==> src/rtl/pipe_reg_chain.sv <==
// Parametrised pipeline register chain: WIDTH-bit payload plus valid through DEPTH stages,
// with per-stage stall (upstream back-pressure), per-stage flush and bubble insertion.

module pipe_reg_stage #(
   parameter int               WIDTH      = 32,
   parameter logic [WIDTH-1:0] RESET_VAL  = '0,
   parameter logic [WIDTH-1:0] BUBBLE_VAL = '0
) (
   input  logic             clk,
   input  logic             rst,
   input  logic             flush_i,
   input  logic             hold_i,
   input  logic             up_hold_i,
   input  logic [WIDTH-1:0] data_i,
   input  logic             valid_i,
   output logic [WIDTH-1:0] data_o,
   output logic             valid_o
);

   logic [WIDTH-1:0] data_q, data_d;
   logic             valid_q, valid_d;

   // Flush beats hold; a free stage behind a frozen upstream takes a bubble.
   always_comb begin
      data_d  = data_q;
      valid_d = valid_q;
      if (flush_i) begin
         data_d  = BUBBLE_VAL;
         valid_d = 1'b0;
      end else if (hold_i) begin
         data_d  = data_q;
         valid_d = valid_q;
      end else if (up_hold_i) begin
         data_d  = BUBBLE_VAL;
         valid_d = 1'b0;
      end else begin
         data_d  = data_i;
         valid_d = valid_i;
      end
   end

   always_ff @(posedge clk or posedge rst) begin
      if (rst) begin
         data_q  <= RESET_VAL;
         valid_q <= 1'b0;
      end else begin
         data_q  <= data_d;
         valid_q <= valid_d;
      end
   end

   assign data_o  = data_q;
   assign valid_o = valid_q;

endmodule

module pipe_reg_chain #(
   parameter int               WIDTH      = 32,
   parameter int               DEPTH      = 3,
   parameter logic [WIDTH-1:0] RESET_VAL  = '0,
   parameter logic [WIDTH-1:0] BUBBLE_VAL = '0
) (
   input  logic                   clk,
   input  logic                   rst,
   input  logic                   in_valid,
   input  logic [WIDTH-1:0]       in_data,
   output logic                   in_ready,
   input  logic [DEPTH-1:0]       stall,
   input  logic [DEPTH-1:0]       flush,
   output logic [DEPTH*WIDTH-1:0] stage_data,
   output logic [DEPTH-1:0]       stage_valid,
   output logic [WIDTH-1:0]       out_data,
   output logic                   out_valid
);

   // Index 0 is the chain input; index i+1 is the register of stage i.
   logic [DEPTH:0][WIDTH-1:0] dat_pipe;
   logic [DEPTH:0]            vld_pipe;
   logic [DEPTH-1:0]          hold;

   assign dat_pipe[0] = in_data;
   assign vld_pipe[0] = in_valid;

   genvar i;
   for (i = 0; i < DEPTH; i++) begin : g_stage
      logic up_hold;

      // A stall anywhere downstream freezes this stage too.
      assign hold[i] = |stall[DEPTH-1:i];

      if (i == 0) begin : g_head
         assign up_hold = 1'b0;
      end else begin : g_body
         assign up_hold = hold[i-1];
      end

      pipe_reg_stage #(
         .WIDTH      (WIDTH),
         .RESET_VAL  (RESET_VAL),
         .BUBBLE_VAL (BUBBLE_VAL)
      ) u_stage (
         .clk       (clk),
         .rst       (rst),
         .flush_i   (flush[i]),
         .hold_i    (hold[i]),
         .up_hold_i (up_hold),
         .data_i    (dat_pipe[i]),
         .valid_i   (vld_pipe[i]),
         .data_o    (dat_pipe[i+1]),
         .valid_o   (vld_pipe[i+1])
      );
   end

   assign in_ready    = ~hold[0];
   assign stage_data  = dat_pipe[DEPTH:1];
   assign stage_valid = vld_pipe[DEPTH:1];
   assign out_data    = dat_pipe[DEPTH];
   assign out_valid   = vld_pipe[DEPTH];

endmodule

==> config.mk <==
export PLATFORM = sky130hd
export DESIGN_NAME = pipe_reg_chain
export DESIGN_NICKNAME = d
export VERILOG_FILES = /design/src/rtl/pipe_reg_chain.sv
export SDC_FILE = /design/constraint.sdc
export NUM_CORES = 1
export LEC_CHECK = 0
export CAP_MARGIN = 20
export CORE_ASPECT_RATIO = 0.75
export CORE_MARGIN = 2
export CORE_UTILIZATION = 38
export CTS_CLUSTER_DIAMETER = 80
export DETAILED_ROUTE_END_ITERATION = 10
export PLACE_DENSITY = 0.65
export SLEW_MARGIN = 10
export SYNTH_ARGS = -nofsm -noshare
export SYNTH_HDL_FRONTEND = slang
export SYNTH_SLANG_ARGS = --single-unit
export TNS_END_PERCENT = 10
==> constraint.sdc <==
create_clock -name clk -period 4.2 [get_ports clk]
set_input_delay 0.42 -clock clk [delete_from_list [all_inputs] [get_ports clk]]
set_output_delay 0.42 -clock clk [all_outputs]
set_load 0.02 [all_outputs]
Word-level counts from Yosys, hierarchy flattened

Cells that the tools add are included.
Widths: inputs -> output; s select.

Reduce and logical (&&, ||, !) cells: 2
Bitwise gates (word level): 1
Equality and inequality tests: 3
Multiplexer cells: 16

Operators by type and width:

| operator           | number |
|---|---|
| $mux 32            | 8 |
| $mux 1             | 8 |
| $ne 2x2->1 const B | 2 |
| $reduce_or 3->1    | 1 |
| $ne 2x1->1 const B | 1 |
| $reduce_or 2->1    | 1 |
| $not 1->1          | 1 |

Register bits: 99
Input bits: 41
Logic and storage cells: 28
Output and inout port bits: 133

Longest topological paths before layout

Word-level depth: 4
Gate-level depth with buffers: 6
Depth with buffers taken out: 2

Cells and area by module

Synthesis repeated with hierarchy kept, for this count alone.

Cell total of the unflattened synthesis: 382
Area total of the unflattened synthesis: 4420.5 µm²

Modules (own cells, without submodules):

| module         | cells an instance | area an instance (µm²) | instances | seq. area each (µm²) |
|---|---|---|---|---|
| pipe_reg_stage | 115               | 1383.8                 | 3         | 825.8 |
| pipe_reg_chain | 37                | 269.0                  | 1         | 0.0 |

Least setup slack after synthesis

Ideal clock, no wire load.

Path kind: input-to-output
Start point: in stall[2]
End point: out in_ready
Required time: 3.780 ns
Data arrival time: 1.466 ns
Setup slack: 2.314 ns
Path buffers: 4
Cell stages on the path: 5
Cells stage by stage: buf_2 > buf_6 > buf_2 > buf_2 > nor3_1

Longest elaborated chain between the ends: 2

RTL lines:

| element         | RTL line | source |
|---|---|---|
| from (decl)     | 68       | `input logic [DEPTH-1:0] stall,` |
| $reduce_or 3->1 | 89       | `assign hold[i] = \|stall[DEPTH-1:i];` |
| $not 1->1       | 114      | `assign in_ready = ~hold[0];` |
| to (decl)       | 67       | `output logic in_ready,` |

No other way between the ends.

Worst setup path in the final report

Ends and elaborated chain as after synthesis.

==> run summary <==
Clock Skews - 0.005221 ns
routed wire length - 13210 um
net count reported at finish - 630
DRC viols - 0
final setup vio count - 0
Worst-Margin Slew - 0.8661 ns
Mapped Avg Cell Area - 10.17 um^2
later-pin clock latency in the skew report - 0.34 ns
VDD IR-drop max - 0.1746 mV
switching pwr - 0.4670 mW
Num CTS Buffers - 9
crit path from - stall[2]
min Tclk post-route - 2.279 ns
# port buffers - 173
largest cells by area after synthesis - dfrtp_1 49%, or4b_1 13%, a21oi_1 9.8%
via count - 4070
ANT cells - 0
drt first pass iters - 4
Tot Pwr - 1.904 mW
Post-Syn Instances - 496
WL per Instance - 17.31 um
worst hold path type - in2async
Clock power frac - 38.1%
Max Root-Sink Buffers - 2
Die Width - 137.0 um
Starting DRT DRC Count - 362
commonest non-fill, non-tap cell in the layout - clkdlybuf4s50_1
Fin. Hold Viols - 0
Switching Share - 24.54%
H-tree levels - 3
Worst Setup EP - in_ready
Worst setup SP type - primary input
RSZ-0062 raised after global routing - no
CP Max Fanout - 103
Layout Cells excl Fill - 763
CTS Hold Bufs - 0
post-synth top area share - 49.12%
syn nets - 537
first-pass GRT wire length - 20600 um
die height - 103.8 um
final setup TNS - 0 ns
CTS clk-pin slew, worst paths - 0.06 ns
PostCTS Resize Cnt - 0
largest net degree at the start of global routing - 104
Comb pwr share - 10.6%
Tcrit/Tclk final - 54.26%
gr usage total - 18.45%
CTS tree - done
Internal - 1.436 mW
core region area - 0.01297 mm^2
share of layout cells above drive strength 1 - 4.054%
FF+latch count, synth - 99
most frequent cells in the layout - 169 x clkdlybuf4s50_1, 99 x a21oi_1, 99 x dfrtp_1, 66 x or4b_1
post-DP HPWL - 8816 um
gr ovfl total - 0
initial core utilization - 38.88%
post-CTS setup buffers - 0
dominant cell type by area after synthesis - dfrtp_1
die area - 0.01422 mm^2
Filler Cells Inserted - 1144
Post-synth EDFFs - 0
Worst Setup End Kind - primary output
RD Place Congestion - 0.7708
Clock Sink Count - 99
Most used DFF post-synth - dfrtp_1
reg2reg end - g_stage[1].u_stage.data_o[22]
Max Slew Vio Count - 0
Top-Level Pins - 174
vias in the first global route - 3611
synthesized area - 0.005044 mm^2
Max-Cap Viols - 0
count of different cell masters after synthesis - 17
Worst R2R Start - g_stage[0].u_stage.data_o[22]
power share of the sequential group - 51.3%
antenna viol nets, final - 0
R2R setup slack - 3.09 ns
Leakage Power - 2.487 nW
vias per cell - 5.334
Max-slew headroom - 42.26%
Worst EP required - 3.78 ns
fmax - 438.8 MHz
num rows - 36
Warnings, synthesis - 0
Power Density - 282.5 mW/mm^2
initial antenna violation count - 0
area delta synth->final - 33.61%
crit path DAT - 1.86 ns
placed cells - 747
ys async rst share - 100.0%
clk root buf - clkbuf_16
Reg2Reg Depth - 2
status - complete, no violations
sequential fraction of the synthesis area - 49.12%
WS Path Type - in2out
-- registers in the layout, summed over array words and instances (netlist names) --
name	cells
g_stage.u_stage.valid_o	3
g_stage.u_stage.data_o	96
-- area by class of cell --
class                   count  area [um^2]  area share [%]
flip-flops and latches     99         2477           36.76
multi-input cells         298         1987           29.48
repair buffers            180         1804           26.77
clock buffers              11        232.7           3.453
well taps                 171        214.0           3.175
clock inverters             3        17.52          0.2599
inverters                   1        6.256         0.09283
-- per-stage QoR --
stage	util [%]	hold WS (ns)	worst slack, ns	area, um^2
after floorplan	-	0.5237	1.190	5044
after global placement	49.61	0.5285	1.899	6436
after detailed placement	49.73	0.5328	1.828	6451
after CTS	51.66	0.5416	1.917	6701
after global routing	51.95	0.5193	1.854	6739
final	51.95	0.4785	1.921	6739
-- power groups by stage --
stage | sequential, mW | clock, mW | combinational (mW)
2_1_floorplan | 1.01 | 0 | 0.110
3_3_place_gp | 0.995 | 0 | 0.194
3_5_place_dp | 0.995 | 0 | 0.200
4_1_cts | 0.977 | 0.742 | 0.201
5_1_grt | 0.978 | 0.785 | 0.221
6_report | 0.977 | 0.725 | 0.202
-- layer usage --
metal | up-vias | global-route usage (%) | routed length [um]
met1 | 1910 | 30.60 | 6935
met3 | 10 | 3.426 | 668
met4 | 0 | 4.492 | 133
met5 | - | 0 | 0
met2 | 151 | 24.13 | 5468
li1 | 1999 | - | -
-- worst min-delay path by stage --
stage                                  from                             to  slack (ns)  depth (start not counted)
2_1_floorplan    g_stage[1].u_stage.valid_o     g_stage[1].u_stage.valid_o        0.52                          2
3_3_place_gp   g_stage[2].u_stage.data_o[5]   g_stage[2].u_stage.data_o[5]        0.53                          2
3_5_place_dp   g_stage[2].u_stage.data_o[6]   g_stage[2].u_stage.data_o[6]        0.53                          2
4_1_cts        g_stage[2].u_stage.data_o[6]   g_stage[2].u_stage.data_o[6]        0.54                          2
5_1_grt                                 rst  g_stage[2].u_stage.data_o[11]        0.52                          2
6_report                                rst     g_stage[2].u_stage.valid_o        0.48                          2
-- cells in the mapped netlist (7+ instances only) --
library cell,number
or3b_1,33
nand2_1,33
buf_6,7
buf_4,35
buf_1,8
a21oi_1,99
dfrtp_1,99
or4b_1,66
o21ai_0,30
buf_2,10
clkbuf_1,35
o31ai_1,33
-- kinds of logic after synthesis --
group                  count (synthesis)  share of synthesized area (%)
buffers and inverters                 99                          11.49
AO/OA/AOI/OAI                        165                          18.01
flip-flops                            99                          49.12
AND/OR/NAND/NOR                      133                          21.38
-- critical path: stages --
cell,delay (ns)
buf_4,0.60
nor3_1,0.15
clkdlybuf4s50_1,0.59
Power figures use the tool's default switching activity.
